--- src/rtl/st_bus_scheduler_pkg.sv ---
// Shared ST-bus frame geometry, counter field widths and the lock-state encoding.
// Latency: n/a (types and constants only).
// Backpressure: n/a.
package st_bus_pkg;

   localparam int FRAME_LEN   = 512;
   localparam int NUM_SLOTS   = 32;
   localparam int CYC_PER_BIT = 2;

   localparam int CNT_W   = $clog2(FRAME_LEN);
   localparam int SLOT_W  = $clog2(NUM_SLOTS);
   localparam int BIT_LSB = $clog2(CYC_PER_BIT);
   localparam int BIT_W   = $clog2(FRAME_LEN / (NUM_SLOTS * CYC_PER_BIT));

   typedef enum logic [1:0] {
      HUNT   = 2'd0,
      CHECK  = 2'd1,
      LOCKED = 2'd2
   } lock_state_e;

   function automatic logic is_frame_end(input logic [CNT_W-1:0] c);
      return c == CNT_W'(FRAME_LEN - 1);
   endfunction

endpackage

--- src/rtl/st_bus_scheduler_frame_lock.sv ---
// Frame counter plus f0 lock filter (HUNT/CHECK/LOCKED when FRAME_LOCK_EN is defined).
// Latency: f0 sampled low at edge k gives cnt==0 after edge k; lock outputs registered.
// Backpressure: none; the counter free-runs on every c4 edge.
module st_bus_frame_lock
   import st_bus_pkg::*;
#(
   parameter int LOCK_GOOD = 2,
   parameter int LOCK_MISS = 2
) (
   input  logic             c4,
   input  logic             rst,
   input  logic             f0,
   output logic [CNT_W-1:0] cnt_o,
   output logic             locked_o,
   output logic             lock_lost_o
);

   logic [CNT_W-1:0] cnt_q, cnt_d;
   logic             locked_q, locked_d;
   logic             frame_edge;

   assign frame_edge = ~f0;
   assign cnt_o      = cnt_q;
   assign locked_o   = locked_q;

`ifdef FRAME_LOCK_EN
   localparam int GOOD_W = $clog2(LOCK_GOOD + 1);
   localparam int MISS_W = $clog2(LOCK_MISS + 1);

   lock_state_e       state_q, state_d;
   logic [GOOD_W-1:0] good_q, good_d;
   logic [MISS_W-1:0] miss_q, miss_d;
   logic              lost_q, lost_d;
   logic              at_end;

   assign at_end      = is_frame_end(cnt_q);
   assign lock_lost_o = lost_q;

   always_comb begin
      cnt_d    = cnt_q + 1'b1;
      state_d  = state_q;
      good_d   = good_q;
      miss_d   = miss_q;
      locked_d = locked_q;
      lost_d   = 1'b0;
      case (state_q)
         HUNT: begin
            if (frame_edge) begin
               cnt_d   = '0;
               good_d  = '0;
               state_d = CHECK;
            end
         end
         CHECK: begin
            if (frame_edge && at_end) begin
               if (int'(good_q) + 1 >= LOCK_GOOD) begin
                  state_d  = LOCKED;
                  locked_d = 1'b1;
                  miss_d   = '0;
               end else begin
                  good_d = good_q + 1'b1;
               end
            end else if (frame_edge) begin
               cnt_d  = '0;
               good_d = '0;
            end else if (at_end) begin
               state_d = HUNT;
            end
         end
         LOCKED: begin
            // Once locked the counter is never realigned; stray pulses only count as misses.
            if (frame_edge && at_end) begin
               miss_d = '0;
            end else if (frame_edge || at_end) begin
               if (int'(miss_q) + 1 >= LOCK_MISS) begin
                  state_d  = HUNT;
                  locked_d = 1'b0;
                  lost_d   = 1'b1;
                  miss_d   = '0;
               end else begin
                  miss_d = miss_q + 1'b1;
               end
            end
         end
         default: state_d = HUNT;
      endcase
   end

   always_ff @(posedge c4 or posedge rst) begin
      if (rst) begin
         cnt_q    <= '0;
         state_q  <= HUNT;
         good_q   <= '0;
         miss_q   <= '0;
         locked_q <= 1'b0;
         lost_q   <= 1'b0;
      end else begin
         cnt_q    <= cnt_d;
         state_q  <= state_d;
         good_q   <= good_d;
         miss_q   <= miss_d;
         locked_q <= locked_d;
         lost_q   <= lost_d;
      end
   end
`else
   assign lock_lost_o = 1'b0;

   always_comb begin
      cnt_d    = frame_edge ? '0 : cnt_q + 1'b1;
      locked_d = locked_q | frame_edge;
   end

   always_ff @(posedge c4 or posedge rst) begin
      if (rst) begin
         cnt_q    <= '0;
         locked_q <= 1'b0;
      end else begin
         cnt_q    <= cnt_d;
         locked_q <= locked_d;
      end
   end
`endif

endmodule

--- src/rtl/st_bus_scheduler.sv ---
// ST-bus slot scheduler: slot/bit position, per-slot TX/RX enables, frame-aligned masks and mode select.
// Latency: all outputs registered or decoded from the registered counter; masks/select apply at cnt==0.
// Backpressure: none; cfg_wr always accepted. Lock filter built only with FRAME_LOCK_EN defined.
module st_bus_scheduler
   import st_bus_pkg::*;
#(
   parameter int LOCK_GOOD = 2,
   parameter int LOCK_MISS = 2
) (
   input  logic                 c4,
   input  logic                 rst,
   input  logic                 f0,
   input  logic                 sel_req,
   input  logic                 cfg_wr,
   input  logic                 cfg_dir,
   input  logic [NUM_SLOTS-1:0] cfg_mask,
   output logic                 cfg_ack,
   output logic                 select,
   output logic [SLOT_W-1:0]    slot,
   output logic [BIT_W-1:0]     bit_idx,
   output logic                 frame_start,
   output logic                 clk_en_tx,
   output logic                 clk_en_rx,
   output logic                 locked,
   output logic                 lock_lost
);

   logic [CNT_W-1:0]     cnt;
   logic                 frame_end;
   logic [NUM_SLOTS-1:0] tx_sh_q, tx_sh_d, rx_sh_q, rx_sh_d;
   logic [NUM_SLOTS-1:0] tx_act_q, tx_act_d, rx_act_q, rx_act_d;
   logic                 pend_q, pend_d;
   logic                 ack_q, ack_d;
   logic                 sel_q, sel_d;

   st_bus_frame_lock #(
      .LOCK_GOOD (LOCK_GOOD),
      .LOCK_MISS (LOCK_MISS)
   ) u_frame_lock (
      .c4          (c4),
      .rst         (rst),
      .f0          (f0),
      .cnt_o       (cnt),
      .locked_o    (locked),
      .lock_lost_o (lock_lost)
   );

   assign frame_end = is_frame_end(cnt);

   // Transfer reads the old shadow, so a write landing on the transfer edge waits a frame.
   always_comb begin
      tx_sh_d  = tx_sh_q;
      rx_sh_d  = rx_sh_q;
      tx_act_d = tx_act_q;
      rx_act_d = rx_act_q;
      pend_d   = pend_q;
      ack_d    = 1'b0;
      sel_d    = sel_q;
      if (frame_end) begin
         sel_d = sel_req;
         if (pend_q) begin
            tx_act_d = tx_sh_q;
            rx_act_d = rx_sh_q;
            pend_d   = 1'b0;
            ack_d    = 1'b1;
         end
      end
      if (cfg_wr) begin
         if (cfg_dir) rx_sh_d = cfg_mask;
         else         tx_sh_d = cfg_mask;
         pend_d = 1'b1;
      end
   end

   always_ff @(posedge c4 or posedge rst) begin
      if (rst) begin
         tx_sh_q  <= '0;
         rx_sh_q  <= '0;
         tx_act_q <= '0;
         rx_act_q <= '0;
         pend_q   <= 1'b0;
         ack_q    <= 1'b0;
         sel_q    <= 1'b0;
      end else begin
         tx_sh_q  <= tx_sh_d;
         rx_sh_q  <= rx_sh_d;
         tx_act_q <= tx_act_d;
         rx_act_q <= rx_act_d;
         pend_q   <= pend_d;
         ack_q    <= ack_d;
         sel_q    <= sel_d;
      end
   end

   assign cfg_ack     = ack_q;
   assign select      = sel_q;
   assign slot        = cnt[CNT_W-1 -: SLOT_W];
   assign bit_idx     = cnt[BIT_LSB +: BIT_W];
   assign frame_start = (cnt == '0);
   assign clk_en_tx   = locked & tx_act_q[slot];
   assign clk_en_rx   = locked & rx_act_q[slot];

endmodule
--- config.mk ---
export PLATFORM = sky130hd
export DESIGN_NAME = st_bus_scheduler
export DESIGN_NICKNAME = d
export VERILOG_FILES = /design/src/rtl/st_bus_scheduler_pkg.sv /design/src/rtl/st_bus_scheduler_frame_lock.sv /design/src/rtl/st_bus_scheduler.sv
export SDC_FILE = /design/constraint.sdc
export NUM_CORES = 1
export LEC_CHECK = 0
export BUFFER_PORTS_ARGS = -buffer_cell sky130_fd_sc_hd__buf_2
export CORE_MARGIN = 10
export CORE_UTILIZATION = 48
export CTS_CLUSTER_SIZE = 8
export DETAILED_ROUTE_END_ITERATION = 8
export HOLD_SLACK_MARGIN = 0.1
export PLACE_DENSITY = 0.73
export SLEW_MARGIN = 20
export SYNTH_ARGS = -nofsm -noshare
export SYNTH_HDL_FRONTEND = slang
export SYNTH_SLANG_ARGS = --single-unit
--- constraint.sdc ---
create_clock -name c4 -period 4.1 [get_ports c4]
set_input_delay 0.41 -clock c4 [delete_from_list [all_inputs] [get_ports c4]]
set_output_delay 0.41 -clock c4 [all_outputs]
set_load 0.05 [all_outputs]
==> results.toml <==
[run_status]
status = "finished clean"

[yosys]
ys_seq_area_share_pct = 59.2
synth_warnings = 0
synth_top_area_cell = "dfrtp_1"
syn_nets = 422
ys_types = 32
syn_inst = 381
synth_top_area_share_pct = 59.2
synthTopCellsByArea = "dfrtp_1 59%, mux2_2 25%, mux4_1 4.0%, mux4_2 1.9%, buf_4 1.1%"
netlist_area_sq_um = 5960
synth_seq_cells = 141
avgSynthCellArea_sq_um = 15.7

[cts]
clk_pin_slew_ns = 0.06
clock-root-buffer = "clkbuf_16"
clk_latency_ns = 0.42
cts_num_sinks = 141
post_cts_resized = 0
tritoncts = "done"
post_cts_buffers = 0
htreeDepth = 4
numCtsBuffers = 17
cts.path.max_buffers = 2
cts_hold_buf = 0

[timing]
drv_slew = 0
min_period_ns = 3.37
whs_ns = 0.140
post-route-period-util_pct = 82.1
fmax_ghz = 0.297
rsz0062_at_grt = "no"
worstMarginPinSlew_ns = 1.07
fin_setup_tns_ns = 0
fin_ws_ns = 0.734
setup_violations = 0
hold_viol_final = 0
clock_skew_ns = 0.00607
max_slew_margin_pct = 28.6

[route]
drt-total-wl_microns = 11100
drc_errors = 0
vias = 3246
viasPerCell = 5.33
first_pass_iters = 4
drt-initial-drc-count = 160
antenna_left = 0
wl_per_cell_microns = 18.2

[finish]
area_delta_synth_final_pct = 17.4
utilization_pct = 57.8
final_cell_area_sq_um = 7000
stdcell_count = 609
antenna_cells = 0
mostFrequentLayoutCell = "dfrtp_1"
layout-drive-gt1-share_pct = 51.7
nFillCells = 950
mostFrequentLayoutCells = "141 x dfrtp_1, 133 x mux2_2, 51 x buf_2, 17 x clkbuf_16, 9 x mux4_1"
fin_nets = 469

[floorplanning]
dieWidth_microns = 131
ios = 53
die_area_sq_um = 17300
core_sq_um = 12100
rows = 40
die_h_microns = 131
start_util_pct = 49.2

[critical_path]
crit_required_ns = 3.69
worstPathMaxFanout = 23
crit_type = "reg2out"
cp-end-kind = "primary output"
start_kind = "flip-flop"
arrival_ns = 2.96

[placement]
place_area_sq_um = 6320
pre_cts_ws_ns = 1.17
gp_congestion = 0.755
hpwl_microns = 7260
io_buffers = 51
place_inst = 577

[job]
cap_violations = 0

[grt]
grt_remaining_overflow = 0
grtUsageTotal_pct = 13.5
grt_first_pass_wirelength_microns = 18600
grt_max_degree = 142
grt_pass1_vias = 3501
antenna_found_initial = 0

[hold_path]
min_path_type = "in2async"

[pwr]
p_leak_nw = 3.35
power_mw = 3.48
vdd_drop_max_mv = 0.292
powerDensity_nw_per_um2 = 497
## final cells by class
type | instances | area (sq um) | share of cell area, %
sequential | 141 | 3530 | 50.4
multi-input combinational | 206 | 2250 | 32.2
clock buffer | 21 | 470 | 6.72
timing repair buffer | 56 | 305 | 4.36
clock inverter | 11 | 211 | 3.02
tap | 168 | 210 | 3.00
inverter | 6 | 26.3 | 0.375
## state kept, by name, summed over array words and instances, names as in the netlist
signal and count:
rx_act_q 32, rx_sh_q 32, tx_act_q 32, tx_sh_q 32, u_frame_lock.cnt_o 9, cfg_ack 1
pend_q 1, select 1, u_frame_lock.locked_o 1
## Yosys cell counts (all sizes together)
cell	count
nor2	1
clkbuf	4
nand2	7
nor4	1
mux2	135
xnor2	3
a21oi	2
nor3	3
a21o	1
a2111oi	2
nand2b	3
and2	6
o221ai	2
nand3	4
xor2	1
nor2b	5
buf	24
conb	1
dfrtp	141
mux2i	4
mux4	14
or3	2
ha	3
and3	2
inv	6
o21ai	2
a21boi	2
## cell families (layout without fill, tap and decap cells)
logic type | count (synthesis) | after routing | share of synthesized area (%)
other cells | 1 | 1 | 0.0629
xor+xnor | 4 | 4 | 0.587
buf+inv | 34 | 94 | 3.17
compound gates | 11 | 11 | 1.30
mux | 153 | 153 | 32.0
flops | 141 | 141 | 59.2
fa+ha+maj | 3 | 3 | 0.629
simple gates | 34 | 34 | 3.08
## metal layers
metal  share of wire (%)  GRT usage (%)  routed length, microns  up-vias
met5                   0              0                       0        -
met4                 2.2           6.55                     248        0
met3                 5.3           4.92                     593       18
met2                  48           20.4                    5340       58
met1                  44           16.8                    4930     1704
li1                    -              -                       -     1466
## report_power, final
part | internal, mW | switching, mW | leakage [nW] | total (mW)
logic | 0.0997 | 0.0896 | 1.21 | 0.189
registers | 1.49 | 0.0556 | 1.81 | 1.54
clock network | 1.19 | 0.559 | 0.333 | 1.75
## critical path, cell delays in order (launching register included)
cell,delay (ns)
dfrtp_1,1.05
mux4_1,0.65
mux2_2,0.30
o221ai_1,0.18
a21oi_1,0.10
buf_2,0.26
## path summary, 6_finish.rpt
path                                                      start  slack (ns)                       to  cells after the start
worst max-delay path            u_frame_lock.cnt_o[5]$_DFF_PP0_        0.73                clk_en_tx                      5
min in group c4                                         sel_req        0.23       select$_DFFE_PP0N_                      2
worst min register to register          tx_sh_q[25]$_DFFE_PP0P_        0.48  tx_sh_q[25]$_DFFE_PP0P_                      1
worst max register to register  u_frame_lock.cnt_o[5]$_DFF_PP0_        1.14  rx_act_q[0]$_DFFE_PP0P_                      7
max in group asynchronous                                   rst        3.32   rx_sh_q[0]$_DFFE_PP0P_                      3
worst min-delay path                                        rst        0.14   rx_sh_q[3]$_DFFE_PP0P_                      3
Note: power is estimated with default switching activity, not from simulation.
